File: src/rtl/toggle_pkg.sv
// Shared types and helpers for the toggle debounce generator.
// Latency: n/a (declarations only).
// Backpressure: n/a.
package toggle_pkg;

    // Debounce / repeat FSM states.
    typedef enum logic [2:0] {
        IDLE      = 3'd0,
        PRESS_CHK = 3'd1,
        HELD      = 3'd2,
        REPEAT    = 3'd3,
        REL_CHK   = 3'd4
    } tdg_state_t;

    // Largest of three values; sizes the shared down-counter.
    function automatic int max3(input int a, input int b, input int c);
        int m;
        m = a;
        if (b > m) m = b;
        if (c > m) m = c;
        return m;
    endfunction

endpackage

File: src/rtl/bit_synchronizer.sv
// Multi-flop synchroniser for a single asynchronous level.
// Latency: STAGES clk edges from d to q.
// Backpressure: none; free-running sampler.
//
// Ports: clk - sampling clock; rst - async active-low reset (chain clears to 0);
//        d - asynchronous input level; q - synchronised level.
module bit_synchronizer #(
    parameter int STAGES = 2
) (
    input  logic clk,
    input  logic rst,
    input  logic d,
    output logic q
);

    logic [STAGES-1:0] sync_q;

    always_ff @(posedge clk or negedge rst) begin
        if (!rst) begin
            sync_q <= '0;
        end else begin
            sync_q <= {sync_q[STAGES-2:0], d};
        end
    end

    assign q = sync_q[STAGES-1];

endmodule

File: src/rtl/toggle_debounce_gen.sv
// Button conditioner: synchronise, debounce, emit one T strobe per press (+ optional auto-repeat).
// Latency: press/release seen SYNC_STAGES + DEBOUNCE_CYCLES + 1 edges after the raw edge.
// Backpressure: none; strobes are fire-and-forget single-cycle pulses.
//
// Ports: clk - system clock; rst - async active-low reset;
//        btn_in - raw button level (1 = pressed);
//        t_pulse - one-cycle toggle strobe; btn_level - debounced level; busy - FSM not IDLE.
module toggle_debounce_gen
    import toggle_pkg::*;
#(
    parameter int SYNC_STAGES     = 2,
    parameter int DEBOUNCE_CYCLES = 16,
    parameter int REPEAT_EN       = 0,
    parameter int REPEAT_DELAY    = 64,
    parameter int REPEAT_PERIOD   = 32
) (
    input  logic clk,
    input  logic rst,
    input  logic btn_in,
    output logic t_pulse,
    output logic btn_level,
    output logic busy
);

    localparam int CW = $clog2(max3(DEBOUNCE_CYCLES, REPEAT_DELAY, REPEAT_PERIOD) + 1);

    // Reload values: the counter expires on the cycle it reads zero, so load N-1.
    localparam logic [CW-1:0] LD_DEB = CW'(DEBOUNCE_CYCLES - 1);
    localparam logic [CW-1:0] LD_DLY = CW'(REPEAT_DELAY - 1);
    localparam logic [CW-1:0] LD_PER = CW'(REPEAT_PERIOD - 1);

    logic          btn_s;
    logic          run_q;
    tdg_state_t    state_q;
    logic [CW-1:0] cnt_q;
    logic          t_pulse_q;
    logic          btn_level_q;
    logic          busy_q;

    bit_synchronizer #(
        .STAGES (SYNC_STAGES)
    ) u_btn_sync (
        .clk (clk),
        .rst (rst),
        .d   (btn_in),
        .q   (btn_s)
    );

    // Reset release is registered once so the FSM holds IDLE on the first edge
    // after rst rises; the earliest state change is the second edge.
    always_ff @(posedge clk or negedge rst) begin
        if (!rst) begin
            run_q <= 1'b0;
        end else begin
            run_q <= 1'b1;
        end
    end

    // Button change is always checked before counter expiry in each state.
    always_ff @(posedge clk or negedge rst) begin
        if (!rst) begin
            state_q     <= IDLE;
            cnt_q       <= '0;
            t_pulse_q   <= 1'b0;
            btn_level_q <= 1'b0;
            busy_q      <= 1'b0;
        end else begin
            t_pulse_q <= 1'b0;
            if (run_q) begin
                case (state_q)
                    IDLE: begin
                        if (btn_s) begin
                            state_q <= PRESS_CHK;
                            cnt_q   <= LD_DEB;
                            busy_q  <= 1'b1;
                        end
                    end

                    PRESS_CHK: begin
                        if (!btn_s) begin
                            state_q <= IDLE;
                            cnt_q   <= '0;
                            busy_q  <= 1'b0;
                        end else if (cnt_q == '0) begin
                            state_q     <= HELD;
                            cnt_q       <= LD_DLY;
                            t_pulse_q   <= 1'b1;
                            btn_level_q <= 1'b1;
                        end else begin
                            cnt_q <= cnt_q - 1'b1;
                        end
                    end

                    HELD: begin
                        if (!btn_s) begin
                            state_q <= REL_CHK;
                            cnt_q   <= LD_DEB;
                        end else if ((REPEAT_EN != 0) && (cnt_q == '0)) begin
                            state_q   <= REPEAT;
                            cnt_q     <= LD_PER;
                            // Guard keeps strobes one cycle wide even with a 1-cycle delay.
                            t_pulse_q <= ~t_pulse_q;
                        end else if (cnt_q != '0) begin
                            cnt_q <= cnt_q - 1'b1;
                        end
                    end

                    REPEAT: begin
                        if (!btn_s) begin
                            state_q <= REL_CHK;
                            cnt_q   <= LD_DEB;
                        end else if (cnt_q == '0) begin
                            cnt_q     <= LD_PER;
                            t_pulse_q <= ~t_pulse_q;
                        end else begin
                            cnt_q <= cnt_q - 1'b1;
                        end
                    end

                    REL_CHK: begin
                        if (btn_s) begin
                            // Bounce on release: back to HELD, repeat delay starts over.
                            state_q <= HELD;
                            cnt_q   <= LD_DLY;
                        end else if (cnt_q == '0) begin
                            state_q     <= IDLE;
                            cnt_q       <= '0;
                            btn_level_q <= 1'b0;
                            busy_q      <= 1'b0;
                        end else begin
                            cnt_q <= cnt_q - 1'b1;
                        end
                    end

                    default: begin
                        state_q     <= IDLE;
                        cnt_q       <= '0;
                        btn_level_q <= 1'b0;
                        busy_q      <= 1'b0;
                    end
                endcase
            end
        end
    end

    assign t_pulse   = t_pulse_q;
    assign btn_level = btn_level_q;
    assign busy      = busy_q;

endmodule

File: config.mk
export PLATFORM = sky130hd
export DESIGN_NAME = toggle_debounce_gen
export DESIGN_NICKNAME = d
export VERILOG_FILES = /design/src/rtl/toggle_pkg.sv /design/src/rtl/bit_synchronizer.sv /design/src/rtl/toggle_debounce_gen.sv
export SDC_FILE = /design/constraint.sdc
export NUM_CORES = 1
export LEC_CHECK = 0
export ABC_CLOCK_PERIOD_IN_PS = 4019
export CAP_MARGIN = 5
export CORE_UTILIZATION = 40
export CTS_CLUSTER_DIAMETER = 30
export DETAILED_ROUTE_END_ITERATION = 6
export PLACE_DENSITY = 0.6
export SKIP_CTS_REPAIR_TIMING = 1
export SYNTH_ARGS = -nofsm -noshare
export SYNTH_HDL_FRONTEND = slang
export SYNTH_SLANG_ARGS = --single-unit
File: constraint.sdc
create_clock -name clk -period 4.02 [get_ports clk]
set_input_delay 0.603 -clock clk [delete_from_list [all_inputs] [get_ports clk]]
set_output_delay 0.603 -clock clk [all_outputs]
set_load 0.01 [all_outputs]
After elaboration in Yosys (flattened, before gate mapping)
Index checks and enable logic that the tools add are counted.

word-level totals
  register bits after elaboration = 16
  output and inout port bits = 3
  logic and storage cells = 65

operators by class
  equal/unequal tests = 14
  bitwise operators = 3
  reduce and logical (&&, ||, !) cells = 9
  mux-type cells = 31
  $add $sub $neg = 1

operators by type and width
  cell                                                    count
  two-way mux 7 bit                                       9
  one-hot mux 7 bit (5 select lines)                      1
  two-way mux 3 bit                                       6
  one-hot mux 3 bit (4 select lines)                      1
  AND reduction 6 bit                                     2
  two-way mux 1 bit                                       11
  inequality test 2 bit (second input constant)           5
  logical NOT 7 bit                                       1
  nonzero test 7 bit                                      1
  subtractor 7 x 1 -> 7 bit (second input constant)       1
  == test 3 x 2 -> 1 bit (second input constant)          2
  inequality test 3 bit (second input constant)           2
  AND reduction 5 bit                                     1
  inequality test 2 x 1 -> 1 bit (second input constant)  2
  one-hot mux 1 bit (4 select lines)                      1
  == test 3 x 1 -> 1 bit (second input constant)          1
  == test 3 bit (second input constant)                   1
  logical NOT 3 bit                                       1
  inequality test 3 x 2 -> 1 bit (second input constant)  1
  inverter 1 bit                                          3
  one-hot mux 1 bit (3 select lines)                      1
  AND reduction 3 bit                                     1
  OR reduction 3 bit                                      1
  one-hot mux 1 bit (2 select lines)                      1
  OR reduction 2 bit                                      1

Longest topological paths before layout
  depth in word-level cells = 5
  depth in mapped cells = 9
  depth with buffers taken out = 7

By module
A second synthesis with hierarchy kept.

second synthesis, totals
  cells, all modules = 124
  area, all modules = 1124.8 um^2

modules (own cells, without submodules)
  module               area an instance (um^2)  times used  cells each
  toggle_debounce_gen  1074.8                   1           122
  bit_synchronizer     50.0                     1           2

Least setup slack after synthesis
No wires, ideal clock.

  kind = register to register
  start point = reg cnt_q[0]
  end point = reg cnt_q[6]
  arrival = 2293 ps
  setup slack = 1649 ps
  library setup time = 78 ps
  required time = 3942 ps
  period minus slack after synthesis = 2371 ps
  stages on the path, launching flop included = 10
  path through = dfrtp_1 -> inv_1 -> ha_1 -> or4b_1 -> buf_2 -> or3_1 -> buf_6 -> o41ai_4 -> o21bai_1 -> o2bb2ai_1

between the ends
  longest elaborated chain between the ends = 4
  elaborated cells between the ends (all ways) = 14
  those cells by class = add/sub: 1; eq/ne: 1; mux: 9; reduce/logical: 3

RTL lines
  item                                                                   RTL line                    source
  start: declaration                                                     toggle_debounce_gen.sv:35   logic [CW-1:0] cnt_q;
  start signal: assignment                                               toggle_debounce_gen.sv:90   cnt_q <= cnt_q - 1'b1;
  start signal: assignment                                               toggle_debounce_gen.sv:104  cnt_q <= cnt_q - 1'b1;
  start signal: assignment                                               toggle_debounce_gen.sv:116  cnt_q <= cnt_q - 1'b1;
  subtractor 7 x 1 -> 7 bit / logical NOT 7 bit (equally long branches)  --
  two-way mux 7 bit, on equally long branches (2 in a row)               --
  one-hot mux 7 bit (5 select lines)                                     toggle_debounce_gen.sv:70   case (state_q)

Parallel ways exist; a longest one is shown, timed or not. The select of a mux whose other input is x is not followed.
A chain may end at the register's enable or synchronous reset.

Worst setup path after layout
Same ends and word-level chain as after synthesis.

==> reports/summary.txt <==
Worst-path clk slew: 0.11 ns
Crit-path cells: inv_1 -> ha_1 -> or4b_1 -> or3_1 -> o41ai_4 -> o21bai_1 -> o2bb2ai_1
Status: finished clean
GPL Wtd Cong: 0.858
Largest net degree at the start of global routing: 18
DRT iter0 DRCs: 39
Total Wirelength: 2.63 mm
Worst r2r path cells: 7
Post-synth top cells: 16 x dfrtp_1, 11 x nand2_1, 11 x o21ai_0, 10 x nor2_1
# port buffers: 5
Pwr Total: 0.820 mW
Reg-to-reg endpoint: cnt_q[6]
Crit path kind: reg -> reg
Clock share of power: 0.139
Chip Height: 54.9 µm
Power Dens Cells: 690 nW/µm²
CP max stage delay: 0.53 ns
Pins Over Slew Limit: 0
VDD IR max: 0.384 mV
Synthesized flop and latch total: 16
Ys flop type: dfrtp_1
Post-synthesis average cell area: 8.66 µm²
Post-synthesis mux area share: 0.00896
Unique masters post-synth: 45
Leak: 0.469 nW
Area post-placement: 1150 µm²
Share of layout cells above drive strength 1: 0.0703
GRT overflow: 0
Synth Area in XOR/XNOR: 0.0314
Reg2reg start: cnt_q[0]
Clock Root Buffer: clkbuf_4
Max frequency: 0.382 GHz
GRT Total Usage: 0.216
Period minus WS final: 2.62 ns
Hold Path Sink: u_btn_sync.sync_q[1]
CTS tree: built
Final setup fails: 0
Clock Tree Buf Depth: 2
Hold Vio Cnt, Final: 0
Unrepaired setup endpoints after global routing: no
Core Region: 2570 µm²
DRC viols: 0
DRT Pass-1 Iters: 4
Die ar.: 3010 µm²
Average wire per standard cell: 16.7 µm
Vias in the first global route: 913
Flop2flop setup slack: 1.40 ns
Count leader, synth: dfrtp_1
MaxCap Viol Count: 0
Worst Setup Start Kind: register
Final net count: 134
Fin area: 1190 µm²
Initial core utilization: 0.435
Wire length on met2: 1.18 mm
Syn-to-layout area delta: 6.49%
Setup TNS: 0 ns
Die Width: 54.9 µm
WP data arrival: 2.86 ns
Max layer used: met4
Final worst path period share: 0.651
CTS Buf Count: 3
First-pass GRT wire length: 4.44 mm
Slew margin rel.: 0.325
Row cnt: 18
Placed cell count: 154
Synth top area share: 0.358
Switching Power: 0.376 mW
Met1 wire length: 1.28 mm
Initial antenna violation count: 0
Ports: 6
Final worst slack: 1.40 ns
DP Worst Slack: 1.47 ns
Part of the power in registers: 0.388
CP max-delay cell: or3_1
HP Start: u_btn_sync.sync_q[0]
H-tree levels: 1
Syn. warnings: 0
Critical path endpoint category: register
Total number of vias: 1,029
Routed Antenna Nets: 0
Synth Area in Simple Gates: 0.186
Compound-Gate Fraction of Synth Area: 0.327
Mapped Cells: 129
Crit Path Max Fanout: 10
CTS Sinks: 16
Met3 routed WL: 134 µm
Worst Skew: 0.0113 ns
Post-synthesis async set-or-reset flop share: 1.00
Slew at the pin with the worst max-slew slack: 1.00 ns
Sequential area share after synthesis: 0.358
Post-Synth Adder-Cell Area: 0.0224
Non-filler cells, final: 158
Hold Path Stages: 0
Switching part of the total power: 0.459
Post-synth EDFFs: 0
Worst EP required: 4.26 ns
P_int: 0.444 mW
Hpwl dp: 1.80 mm
Antenna diodes: 0
Synthesized Nets: 134
Clock latency on the worst-skew pair: 0.30 ns
Largest family of logic cells by synthesized area: compound AO/OA/AOI/OAI gates
Cell taking the most area after synthesis: dfrtp_1
Worst Hold Class: reg -> reg
Post-Syn Area: 1120 µm²
Main area contributors after synthesis: dfrtp_1 36%, o21ai_0 4.9%, nand2_1 3.7%
Combinational power share: 0.473
DR vias/cell: 6.51
-- layer usage --
| layer | GRT usage | vias to the layer above |
|---|---|---|
| li1 | - | 484 |
| met1 | 0.296 | 508 |
| met2 | 0.317 | 30 |
| met3 | 0.0583 | 7 |
| met4 | 0.0855 | 0 |
| met5 | 0 | - |
-- power groups by stage --
stage | Clock (mW) | Combinational (mW) | Sequential (mW)
floorplan | 0 | 0.359 | 0.261
global placement | 0 | 0.386 | 0.318
detailed placement | 0 | 0.383 | 0.319
CTS | 0.118 | 0.385 | 0.316
global route | 0.126 | 0.431 | 0.331
finish | 0.114 | 0.388 | 0.319
-- cell usage in the layout (no fill, tap or decap), types with 2 or more instances in the layout --
cell type and n:
o41ai_1 2, a22oi_1 4, dfrtp_1 16, o31ai_1 3, a21oi_1 6, ha_1 2
o211ai_1 2, nor3b_1 2, xnor2_1 3, nand2b_1 3, o21ai_0 11, o2bb2ai_1 2
nor3_1 3, nor4_1 3, nor2_1 10, clkbuf_4 3, nand3_1 2, nand2_1 11
clkdlybuf4s50_1 5, o221ai_1 2, and3_1 2, a31oi_1 3, a32oi_1 3, inv_1 5
-- critical path: cells and delay by family, from the launching register on --
| kind | cells | cell delay, ns |
|---|---|---|
| simple gates | 2 | 1.05 |
| compound gates | 3 | 0.81 |
| flops | 1 | 0.45 |
| fa+ha+maj | 1 | 0.13 |
| buf+inv | 1 | 0.11 |
-- worst max-delay path by stage --
stage,start,end,slack [ns],cells past startpoint
2_1_floorplan,cnt_q[0],cnt_q[6],1.65,9
3_3_place_gp,cnt_q[0],cnt_q[2],1.49,7
3_5_place_dp,cnt_q[0],cnt_q[6],1.47,7
4_1_cts,cnt_q[0],cnt_q[6],1.44,7
5_1_grt,cnt_q[0],t_pulse,1.22,6
6_report,cnt_q[0],cnt_q[6],1.40,7
-- stage by stage --
| step | hold slack (ns) | util |
|---|---|---|
| 2_1_floorplan | 0.307 | - |
| 3_3_place_gp | 0.336 | 0.449 |
| 3_5_place_dp | 0.340 | 0.449 |
| 4_1_cts | 0.364 | 0.463 |
| 5_1_grt | 0.378 | 0.463 |
| 6_report | 0.358 | 0.463 |
-- final cells by class --
class / instances / area (µm²)
Fill cell: 274 / 1380
Tap cell: 30 / 37.5
Sequential cell: 16 / 400
Multi-Input combinational cell: 98 / 647
Inverter: 5 / 18.8
Clock buffer: 4 / 36.3
Timing Repair Buffer: 5 / 50.0
-- flip-flops by register name (all words and copies together) (netlist names) --
| register | flops |
|---|---|
| run_q | 1 |
| btn_level | 1 |
| busy | 1 |
| state_q | 3 |
| cnt_q | 7 |
| t_pulse | 1 |
| u_btn_sync.sync_q | 2 |
-- logic make-up (layout without fill, tap and decap cells) --
| family | Yosys count | in the layout |
|---|---|---|
| xor gates and xnor gates | 4 | 4 |
| adders and majority gates | 2 | 2 |
| other | 1 | 1 |
| and+or+nand+nor | 41 | 41 |
| muxes | 1 | 1 |
| buffers and inverters | 15 | 14 |
| AOI/OAI and AO/OA | 49 | 49 |
| DFF | 16 | 16 |
No activity file was read; power rests on OpenSTA's default activity.
